--- src/rtl/video_timing_pkg.sv ---
// Shared types and vertical timing tables for the raster timing generator.
package video_timing_pkg;

  localparam int unsigned VMODE_W = 10;

  // Mode index is {pal, scandouble}.
  localparam logic [1:0] MODE_NTSC    = 2'b00;
  localparam logic [1:0] MODE_NTSC_2X = 2'b01;
  localparam logic [1:0] MODE_PAL     = 2'b10;
  localparam logic [1:0] MODE_PAL_2X  = 2'b11;

  typedef struct packed {
    logic [VMODE_W-1:0] v_total;
    logic [VMODE_W-1:0] vbl_start;
    logic [VMODE_W-1:0] vs_start;
    logic [VMODE_W-1:0] vs_end;
  } vmode_t;

  localparam vmode_t VMODE_TBL [4] = '{
    '{v_total: 10'd262, vbl_start: 10'd240, vs_start: 10'd245, vs_end: 10'd248},
    '{v_total: 10'd524, vbl_start: 10'd480, vs_start: 10'd490, vs_end: 10'd496},
    '{v_total: 10'd312, vbl_start: 10'd300, vs_start: 10'd304, vs_end: 10'd308},
    '{v_total: 10'd624, vbl_start: 10'd601, vs_start: 10'd609, vs_end: 10'd617}
  };

  function automatic vmode_t vmode_lookup(input logic [1:0] mode);
    return VMODE_TBL[mode];
  endfunction

  function automatic logic mode_is_2x(input logic [1:0] mode);
    return (mode == MODE_NTSC_2X) || (mode == MODE_PAL_2X);
  endfunction

endpackage

--- src/rtl/video_timing_if.sv ---
// Raster timing bundle: mode request in, timing/strobe outputs back to the consumer.
interface video_timing_if #(
  parameter int unsigned CNT_W = 10
) ();
  logic             pal;
  logic             scandouble;
  logic             ce_pix;
  logic [CNT_W-1:0] hc;
  logic [CNT_W-1:0] vc;
  logic             hblank;
  logic             vblank;
  logic             hsync;
  logic             vsync;
  logic             de;
  logic             frame_stb;
  logic             field;
  logic [1:0]       cur_mode;

  modport master (
    input  pal, scandouble,
    output ce_pix, hc, vc, hblank, vblank, hsync, vsync, de, frame_stb, field, cur_mode
  );

  modport slave (
    output pal, scandouble,
    input  ce_pix, hc, vc, hblank, vblank, hsync, vsync, de, frame_stb, field, cur_mode
  );
endinterface

--- src/rtl/video_ce_div.sv ---
// Pixel clock-enable generator: every clock (div1) or every other clock, low in reset.
module video_ce_div (
  input  logic clk,
  input  logic reset,
  input  logic div1,
  output logic ce
);

  logic ce_q, ce_d;

  always_comb begin
    ce_d = div1 ? 1'b1 : ~ce_q;
  end

  always_ff @(posedge clk) begin
    if (reset) begin
      ce_q <= 1'b0;
    end else begin
      ce_q <= ce_d;
    end
  end

  assign ce = ce_q;

endmodule

--- src/rtl/video_timing_gen.sv ---
// Raster timing generator for NTSC/PAL x native/scandoubled; mode switches only at frame wrap.
// Define VIDEO_TIMING_INTERLACE_EN for alternating fields (native modes) with a half-line vsync.
module video_timing_gen #(
  parameter int unsigned CNT_W         = 10,
  parameter int unsigned H_TOTAL       = 638,
  parameter int unsigned H_BLANK_START = 529,
  parameter int unsigned H_SYNC_START  = 544,
  parameter int unsigned H_SYNC_END    = 590
) (
  input logic            clk_sys,
  input logic            reset,
  video_timing_if.master vid
);
  import video_timing_pkg::*;

  if (!(H_BLANK_START < H_SYNC_START && H_SYNC_START < H_SYNC_END && H_SYNC_END < H_TOTAL &&
        64'(H_TOTAL) <= (64'd1 << CNT_W) && CNT_W >= VMODE_W)) begin : g_geom_check
    $error("video_timing_gen: invalid horizontal geometry or counter width");
  end

  localparam logic [CNT_W-1:0] HLast       = CNT_W'(H_TOTAL - 1);
  localparam logic [CNT_W-1:0] HBlankStart = CNT_W'(H_BLANK_START);
  localparam logic [CNT_W-1:0] HSyncStart  = CNT_W'(H_SYNC_START);
  localparam logic [CNT_W-1:0] HSyncEnd    = CNT_W'(H_SYNC_END);
`ifdef VIDEO_TIMING_INTERLACE_EN
  localparam logic [CNT_W-1:0] HHalf       = CNT_W'(H_TOTAL / 2);
`endif

  logic             ce;
  logic [1:0]       mode_q, mode_d;
  logic             field_q, field_d;
  logic [CNT_W-1:0] hc_q, hc_d, vc_q, vc_d;
  logic [CNT_W-1:0] v_last, vs_hc;
  logic             wrap;
  logic             hblank_q, vblank_q, hsync_q, vsync_q, de_q, frame_stb_q;
  vmode_t           vm;

  assign vm = vmode_lookup(mode_q);

  // Cadence follows the latched mode, so it switches one clock after a wrap.
  video_ce_div u_ce_div (
    .clk   (clk_sys),
    .reset (reset),
    .div1  (mode_is_2x(mode_q)),
    .ce    (ce)
  );

  always_comb begin
    v_last = CNT_W'(vm.v_total) - CNT_W'(1);
    vs_hc  = HSyncStart;
`ifdef VIDEO_TIMING_INTERLACE_EN
    // Field 1 carries the extra line and a vsync shifted by half a line.
    v_last = v_last + CNT_W'(field_q);
    if (field_q) vs_hc = HHalf;
`endif
  end

  always_comb begin
    hc_d    = hc_q;
    vc_d    = vc_q;
    mode_d  = mode_q;
    field_d = field_q;
    wrap    = ce && (hc_q == HLast) && (vc_q == v_last);
    if (ce) begin
      if (hc_q == HLast) begin
        hc_d = '0;
        vc_d = (vc_q == v_last) ? '0 : vc_q + 1'b1;
      end else begin
        hc_d = hc_q + 1'b1;
      end
    end
    if (wrap) begin
      mode_d = {vid.pal, vid.scandouble};
`ifdef VIDEO_TIMING_INTERLACE_EN
      field_d = ~mode_is_2x(mode_d) & ~field_q;
`endif
    end
  end

  // Flags are computed from the next counter values so they line up with hc/vc.
  always_ff @(posedge clk_sys) begin
    if (reset) begin
      mode_q      <= {vid.pal, vid.scandouble};
      field_q     <= 1'b0;
      hc_q        <= '0;
      vc_q        <= '0;
      hblank_q    <= 1'b0;
      vblank_q    <= 1'b0;
      hsync_q     <= 1'b0;
      vsync_q     <= 1'b0;
      de_q        <= 1'b0;
      frame_stb_q <= 1'b0;
    end else begin
      mode_q      <= mode_d;
      field_q     <= field_d;
      hc_q        <= hc_d;
      vc_q        <= vc_d;
      hblank_q    <= (hc_d >= HBlankStart);
      vblank_q    <= (vc_d >= CNT_W'(vm.vbl_start));
      de_q        <= !(hc_d >= HBlankStart) && !(vc_d >= CNT_W'(vm.vbl_start));
      frame_stb_q <= wrap;
      if (hc_d == HSyncStart) begin
        hsync_q <= 1'b1;
      end else if (hc_d == HSyncEnd) begin
        hsync_q <= 1'b0;
      end
      if (hc_d == vs_hc) begin
        if (vc_d == CNT_W'(vm.vs_start)) begin
          vsync_q <= 1'b1;
        end else if (vc_d == CNT_W'(vm.vs_end)) begin
          vsync_q <= 1'b0;
        end
      end
    end
  end

  assign vid.ce_pix    = ce;
  assign vid.hc        = hc_q;
  assign vid.vc        = vc_q;
  assign vid.hblank    = hblank_q;
  assign vid.vblank    = vblank_q;
  assign vid.hsync     = hsync_q;
  assign vid.vsync     = vsync_q;
  assign vid.de        = de_q;
  assign vid.frame_stb = frame_stb_q;
  assign vid.field     = field_q;
  assign vid.cur_mode  = mode_q;

endmodule

--- src/flat_wrapper.sv ---
// flat-port wrapper written by rule: the top's interface ports become plain ports
module video_timing_gen_flat import video_timing_pkg::*;
#(
  parameter int unsigned CNT_W         = 10,
  parameter int unsigned H_TOTAL       = 638,
  parameter int unsigned H_BLANK_START = 529,
  parameter int unsigned H_SYNC_START  = 544,
  parameter int unsigned H_SYNC_END    = 590
)
  (clk_sys, reset, vid_pal, vid_scandouble, vid_ce_pix, vid_hc, vid_vc, vid_hblank, vid_vblank, vid_hsync, vid_vsync, vid_de, vid_frame_stb, vid_field, vid_cur_mode);
  video_timing_if #(.CNT_W(CNT_W)) vid_i ();
  input logic clk_sys;
  input logic reset;
  input wire logic [$bits(vid_i.pal)-1:0] vid_pal;
  input wire logic [$bits(vid_i.scandouble)-1:0] vid_scandouble;
  output wire logic [$bits(vid_i.ce_pix)-1:0] vid_ce_pix;
  output wire logic [$bits(vid_i.hc)-1:0] vid_hc;
  output wire logic [$bits(vid_i.vc)-1:0] vid_vc;
  output wire logic [$bits(vid_i.hblank)-1:0] vid_hblank;
  output wire logic [$bits(vid_i.vblank)-1:0] vid_vblank;
  output wire logic [$bits(vid_i.hsync)-1:0] vid_hsync;
  output wire logic [$bits(vid_i.vsync)-1:0] vid_vsync;
  output wire logic [$bits(vid_i.de)-1:0] vid_de;
  output wire logic [$bits(vid_i.frame_stb)-1:0] vid_frame_stb;
  output wire logic [$bits(vid_i.field)-1:0] vid_field;
  output wire logic [$bits(vid_i.cur_mode)-1:0] vid_cur_mode;
  assign vid_i.pal = vid_pal;
  assign vid_i.scandouble = vid_scandouble;
  assign vid_ce_pix = vid_i.ce_pix;
  assign vid_hc = vid_i.hc;
  assign vid_vc = vid_i.vc;
  assign vid_hblank = vid_i.hblank;
  assign vid_vblank = vid_i.vblank;
  assign vid_hsync = vid_i.hsync;
  assign vid_vsync = vid_i.vsync;
  assign vid_de = vid_i.de;
  assign vid_frame_stb = vid_i.frame_stb;
  assign vid_field = vid_i.field;
  assign vid_cur_mode = vid_i.cur_mode;
  video_timing_gen #(.CNT_W(CNT_W), .H_TOTAL(H_TOTAL), .H_BLANK_START(H_BLANK_START), .H_SYNC_START(H_SYNC_START), .H_SYNC_END(H_SYNC_END)) u_core (.clk_sys(clk_sys), .reset(reset), .vid(vid_i));
endmodule
--- config.mk ---
export PLATFORM = sky130hd
export DESIGN_NAME = video_timing_gen_flat
export DESIGN_NICKNAME = d
export VERILOG_FILES = /design/src/rtl/video_timing_pkg.sv /design/src/rtl/video_timing_if.sv /design/src/rtl/video_ce_div.sv /design/src/rtl/video_timing_gen.sv /design/src/flat_wrapper.sv
export SDC_FILE = /design/constraint.sdc
export NUM_CORES = 1
export LEC_CHECK = 0
export ABC_CLOCK_PERIOD_IN_PS = 9400
export BUFFER_PORTS_ARGS = -buffer_cell sky130_fd_sc_hd__clkbuf_2
export CAP_MARGIN = 5
export CORE_MARGIN = 4
export CORE_UTILIZATION = 25
export CTS_BUF_LIST = sky130_fd_sc_hd__clkbuf_16
export CTS_CLUSTER_SIZE = 10
export DETAILED_ROUTE_END_ITERATION = 6
export PLACE_DENSITY = 0.41
export SLEW_MARGIN = 20
export SYNTH_ARGS = -nofsm -noshare
export SYNTH_HDL_FRONTEND = slang
export SYNTH_SLANG_ARGS = --single-unit
--- constraint.sdc ---
create_clock -name clk_sys -period 9.4 [get_ports clk_sys]
set_input_delay 0.94 -clock clk_sys [delete_from_list [all_inputs] [get_ports clk_sys]]
set_output_delay 0.94 -clock clk_sys [all_outputs]
set_load 0.01 [all_outputs]
* Word level (Yosys, flattened, before mapping)
Index checks and enable logic that the tools add are counted.
Operators by class: divide/modulo/power cells 0, equality and inequality tests 8, $mul 0, multiplexer cells 15, shifts and indexed selects 0, add/sub/neg operators 3, reductions and logical operators 10, $lt $le $gt $ge 3, bitwise operators 2
Operator list (count):
- binary-select mux 40 bit (select 2 bit) | 1
- two-way mux 40 bit | 2
- two-way mux 10 bit | 5
- equality test 10 bit | 3
- equality test 10 bit, second input constant | 3
- adder 10 x 1 -> 10 bit, second input constant | 2
- >= comparator 10 bit | 1
- >= comparator 10 bit, second input constant | 1
- subtractor 10 x 1 -> 10 bit, second input constant | 1
- nonzero test 2 bit | 3
- two-way mux 1 bit | 5
- two-way mux 2 bit | 2
- >= comparator 3 bit, second input constant | 1
- logical AND 1 bit | 3
- NOT 2 -> 3 bit | 1
- equality test 2 x 1 -> 1 bit, second input constant | 1
- equality test 2 bit, second input constant | 1
- zero test 1 bit | 2
- AND reduction 2 bit | 1
- logical OR 1 bit | 1
- NOT 1 bit | 1
Word-level totals: bits in read-only memories 0, flip-flop bits (word level) 29, memory bits (writable) 0, output and inout bits 30, logic and storage cells 51, input bits 4, latch bits 0, memories kept 0

* Depth between registers and ports, before layout
depth after elaboration 12, mapped depth 15, gate-level depth less buffers 15

* Modules after synthesis
Synthesis repeated with hierarchy kept, for this count alone.
Second synthesis, totals: cell total of the unflattened synthesis 273, area total of the unflattened synthesis 2272.2 µm²
By module, submodules not included:
- video_timing_gen | sequential area each 580.6 µm², area an instance 2239.6 µm², instances 1, cells an instance 270
- video_ce_div | sequential area each 20.0 µm², area an instance 32.5 µm², instances 1, cells an instance 3

* Worst setup path before layout
OpenSTA, ideal clock, no wires.
path kind register -> register, start register u_core.mode_q[1], in the netlist u_core.vid.cur_mode[1], end register u_core.vsync_q, in the netlist u_core.vid.vsync, setup time 127 ps, buffers on the path 1, data required time 9273 ps, data arrival time 3212 ps, setup slack 6061 ps, period minus slack after synthesis 3339 ps, stages on the path, launching flop included 14, path through edfxtp_1 inv_1 ha_1 nor2_1 xor2_1 xnor2_1 nor4b_1 clkbuf_1 nor2_1 ha_1 and4_1 nand4b_1 a2111oi_2 o21ai_0
Between the ends: cells in the longest elaborated chain, start to end 12, elaborated cells on any way between the ends 14, classes of those cells add/sub (1); eq/ne (3); mux (7); bitwise (1); reduce/logical (2)
Ends and longest elaborated chain:
- start, declared | RTL line video_timing_gen.sv:30 | logic [1:0] mode_q, mode_d;
- start signal, assigned | RTL line video_timing_gen.sv:83 | mode_q <= {vid.pal, vid.scandouble};
- start signal, assigned | RTL line video_timing_gen.sv:94 | mode_q <= mode_d;
- NOT 2 -> 3 bit (not written as such) * | RTL line video_timing_pkg.sv:27 | return VMODE_TBL[mode];
- binary-select mux 40 bit (select 2 bit) * | RTL line video_timing_pkg.sv:27
- two-way mux 40 bit (not written as such) * (2 in a row) | RTL line video_timing_pkg.sv:27
- subtractor 10 x 1 -> 10 bit * | RTL line video_timing_gen.sv:49 | v_last = CNT_W'(vm.v_total) - CNT_W'(1);
- equality test 10 bit * | RTL line video_timing_gen.sv:67 | vc_d = (vc_q == v_last) ? '0 : vc_q + 1'b1;
- two-way mux 10 bit * | RTL line video_timing_gen.sv:67
- two-way mux 10 bit * | RTL line video_timing_gen.sv:65 | if (hc_q == HLast) begin
- two-way mux 10 bit * | RTL line video_timing_gen.sv:64 | if (ce) begin
- net u_core.vc_d[7] | RTL line video_timing_gen.sv:32 | logic [CNT_W-1:0] hc_q, hc_d, vc_q, vc_d;
- equality test 10 bit, on equally long branches | RTL line video_timing_gen.sv:110, video_timing_gen.sv:108
- nonzero test 2 bit (no source line)
- AND reduction 2 bit (no source line)
- end signal, assigned | RTL line video_timing_gen.sv:90 | vsync_q <= 1'b0;
- end signal, assigned | RTL line video_timing_gen.sv:109 | vsync_q <= 1'b1;
- end signal, assigned | RTL line video_timing_gen.sv:111 | vsync_q <= 1'b0;
- end, declared | RTL line video_timing_gen.sv:35 | logic hblank_q, vblank_q, hsync_q, vsync_q, de_q, frame_stb_q;
Mark *: on every way through the listed nets, which the timed path passes. The rest lies on a longest branch. The select of a mux whose other input is x is not followed. A chain may end at the register's enable or synchronous reset.

* Final worst setup path
Same ends and word-level chain as after synthesis.

==> load_flow_metrics.sql <==
INSERT INTO impl_metrics (metric_group, metric, value, unit) VALUES
('cts', 'clock_latency_reported_for_the_late_side_of_the_worst_skew_pair', '280', 'ps'),
('pwr', 'power.total', '316', 'uW'),
('cts', 'clk_path_buf_depth', '2', ''),
('finish', 'post_route_cells_drive_above_1_share', '0.196', ''),
('routing', 'post_drt_via_cell_ratio', '4.93', ''),
('critical_path', 'endpoint_arrival_time_on_the_critical_path', '4080', 'ps'),
('routing', 'detail_route.first_pass.iterations', '4', ''),
('critical_path', 'ff2ff_setup_slack', '5470', 'ps'),
('routing', 'routed-wl-met3', '296', 'um'),
('logic_synthesis', 'syn-num-nets', '266', ''),
('routing', 'detail_route.wl_per_cell', '15.5', 'um'),
('logic_synthesis', 'ys_async_sr_fraction', '0', ''),
('logic_synthesis', 'yosysWarningCount', '0', ''),
('floorplanning', 'die_width', '99.2', 'um'),
('floorplanning', 'placementRows', '33', ''),
('floorplanning', 'pin_count', '34', ''),
('routing', 'detail_route.wirelength', '5.89', 'mm'),
('timing', 'slew-limit-headroom', '0.321', ''),
('routing', 'number_of_antenna_violating_nets_in_the_routed_design', '0', ''),
('critical_path', 'setup.worst_path.end_class', 'register', ''),
('logic_synthesis', 'synth_edf_count', '2', ''),
('timing', 'timing.final.crit_period', '3930', 'ps'),
('timing', 'finalSetupTns', '0', 'ps'),
('floorplanning', 'fp.dieH', '99.2', 'um'),
('finish', 'layout_net_count', '296', ''),
('routing', 'detail_route.iter0.violations', '106', ''),
('run_status', 'status', 'completed', ''),
('logic_synthesis', 'ys_ff_latch', '29', ''),
('critical_path', 'worst_ep_required_time', '9550', 'ps'),
('global_route', 'globalRouteOverflowTotal', '0', ''),
('timing', 'timing_max_transition_violations_final', '0', ''),
('global_route', 'number_of_antenna_violations_at_the_first_check_in_global_routing', '0', ''),
('logic_synthesis', 'synth.yosys.seq_area_share', '0.289', ''),
('cts', 'clock-sinks', '29', ''),
('logic_synthesis', 'syn_inst', '244', ''),
('timing', 'min_period_over_period', '0.418', ''),
('logic_synthesis', 'avgSynthCellArea', '8.53', 'sq um'),
('logic_synthesis', 'netlist.top_cell.by_area', 'dfxtp_1', ''),
('cts', 'cts_root_buf', 'clkbuf_16', ''),
('logic_synthesis', 'ys_top_cells_by_area', 'dfxtp_1 26%, ha_1 11%, xnor2_1 8.0%', ''),
('hold_path', 'timing.hold.worst.class', 'register to register', ''),
('cts', 'cts_htree_levels', '2', ''),
('pwr', 'powerDensity', '127', 'nW/um^2'),
('logic_synthesis', 'post-synth-top-area-fraction', '0.260', ''),
('routing', 'post-route-drc-count', '0', ''),
('routing', 'routed_wl_met2', '2.60', 'mm'),
('critical_path', 'rr_startpoint', 'u_core.vid.cur_mode[1]$_DFFE_PP_', ''),
('routing', 'dr.max_layer_used', 'met4', ''),
('timing', 'clock_skew', '4.28', 'ps'),
('routing', 'via_count', '1874', ''),
('timing', 'final-setup-viol-count', '0', ''),
('cts', 'cts_made_buffers', '5', ''),
('critical_path', 'critical_path.startpoint_type', 'register', ''),
('timing', 'hold_viol', '0', ''),
('global_route', 'grtUsageTotal', '0.124', ''),
('critical_path', 'worstSetupPathType', 'register to register', ''),
('floorplanning', 'fp.dieArea', '9850', 'sq um'),
('logic_synthesis', 'post_synth_top_flop', 'dfxtp_1', ''),
('place', 'dp_hpwl', '4.48', 'mm'),
('cts', 'postCtsResizedCells', '0', ''),
('floorplanning', 'core_region_area', '8180', 'sq um'),
('finish', 'count_of_antenna_diodes_in_the_layout', '0', ''),
('routing', 'route.layer.met1.wl', '2.92', 'mm'),
('pwr', 'power.leakage', '0.00103', 'uW'),
('cts', 'tritoncts', 'done', ''),
('cts', 'worst_setup_hold_path_clk_slew', '50', 'ps'),
('critical_path', 'worst-path-max-fanout', '12', ''),
('floorplanning', 'initial_core_util', '0.255', ''),
('global_route', 'grt_pass1_vias', '1870', ''),
('pwr', 'worst_ir_drop_vdd', '0.0540', 'mV'),
('global_route', 'pin_count_of_the_biggest_net_entering_global_routing', '21', '');
-- layout make-up --
| cell class | instances | area [sq um] |
|---|---|---|
| fill | 896 | 5690 |
| multi-input combinational | 192 | 1400 |
| sequential | 29 | 601 |
| timing repair buffer | 33 | 168 |
| tap | 105 | 131 |
| clock buffer | 5 | 125 |
| inverter | 13 | 48.8 |
| clock inverter | 3 | 13.8 |
-- placed cells by master, fill, tap and decap left out, drive strengths merged, types with 5 or more instances in the layout --
master,synthesis,routed
a21oi,8,8
clkbuf,8,37
dfxtp,27,27
ha,18,18
inv,13,14
nand2,13,13
nand3,8,8
nand4,5,5
nor2,28,28
nor2b,5,5
nor3,12,12
nor4,5,5
o21ai,6,6
xnor2,19,19
xor2,12,12
-- power breakdown --
part,internal [uW],total [uW],switching (uW),leakage (uW)
Combinational,12.0,30.3,18.3,0.000721
Clock,96.0,154,58.3,0.0000748
Sequential,127,131,4.68,0.000238
Total,235,316,81.3,0.00103
-- state kept, by name, summed over array words and instances, names as in the netlist --
name and count:
u_core.u_ce_div.ce 1, u_core.vid.frame_stb 1, u_core.vid.hsync 1, u_core.vid.hblank 1
u_core.vid.vsync 1, u_core.vid.vblank 1, u_core.vid.de 1, u_core.vid.cur_mode 2
u_core.vid.hc 10, u_core.vid.vc 10
-- through the flow --
| step | area (sq um) | hold WS (ps) | setup WS (ps) | cells | utilization |
|---|---|---|---|---|---|
| after global routing | 2480 | 537 | 5100 | 380 | 0.304 |
| after detailed placement | 2340 | 481 | 5510 | 372 | 0.287 |
| final | 2480 | 505 | 5470 | 380 | 0.304 |
| after global placement | 2340 | 486 | 5650 | 372 | 0.287 |
| after floorplan | 2080 | 493 | 6060 | 244 | - |
| after CTS | 2480 | 500 | 5500 | 380 | 0.304 |
-- layer usage --
| layer | vias up | global-route usage |
|---|---|---|
| met1 | 886 | 0.174 |
| met5 | - | 0 |
| met3 | 5 | 0.0245 |
| li1 | 940 | - |
| met2 | 43 | 0.193 |
| met4 | 0 | 0.0347 |
-- Yosys cell counts, types with 2 or more instances --
cell,instances
nor2_1,28
dfxtp_1,27
xnor2_1,19
ha_1,18
inv_1,13
nand2_1,13
nor3_1,12
xor2_1,12
a21oi_1,8
clkbuf_1,8
nand3_1,8
nand4_1,5
nor2b_1,5
and3_1,4
nand2b_1,4
nor4_1,4
o21ai_0,4
a21o_1,3
o2111ai_1,3
o31ai_1,3
a31oi_1,2
and4_1,2
and4bb_2,2
edfxtp_1,2
nand4b_1,2
o211ai_1,2
o22ai_1,2
o31a_1,2
or3_1,2
-- cell families after synthesis --
group           share of synthesized area
mux                               0.00541
xor+xnor                            0.130
compound gates                      0.142
fa+ha+maj                           0.108
buf+inv                            0.0439
simple gates                        0.280
flops                               0.289
other cells                       0.00180
-- worst max-delay path, cell delays in order, from the launching register on --
cell       delay [ps]
edfxtp_1          540
inv_1             170
ha_1              270
nor2_1            170
xor2_1            200
xnor2_1           220
nor4b_2           890
nor2_1            140
ha_1              330
and4_1            280
nand4b_1          130
a2111oi_2         330
o21ai_0           130
-- how the worst max path moves through the flow --
stage                                     start  depth (start not counted)                       endpoint
4_1_cts        u_core.vid.cur_mode[1]$_DFFE_PP_                         12  u_core.vid.vsync$_SDFFE_PP0P_
3_3_place_gp   u_core.vid.cur_mode[1]$_DFFE_PP_                         12  u_core.vid.vsync$_SDFFE_PP0P_
6_report       u_core.vid.cur_mode[1]$_DFFE_PP_                         12  u_core.vid.vsync$_SDFFE_PP0P_
3_5_place_dp   u_core.vid.cur_mode[1]$_DFFE_PP_                         12  u_core.vid.vsync$_SDFFE_PP0P_
2_1_floorplan  u_core.vid.cur_mode[1]$_DFFE_PP_                         13  u_core.vid.vsync$_SDFFE_PP0P_
5_1_grt        u_core.vid.cur_mode[1]$_DFFE_PP_                         12  u_core.vid.vsync$_SDFFE_PP0P_
No activity file was read; power rests on OpenSTA's default activity.
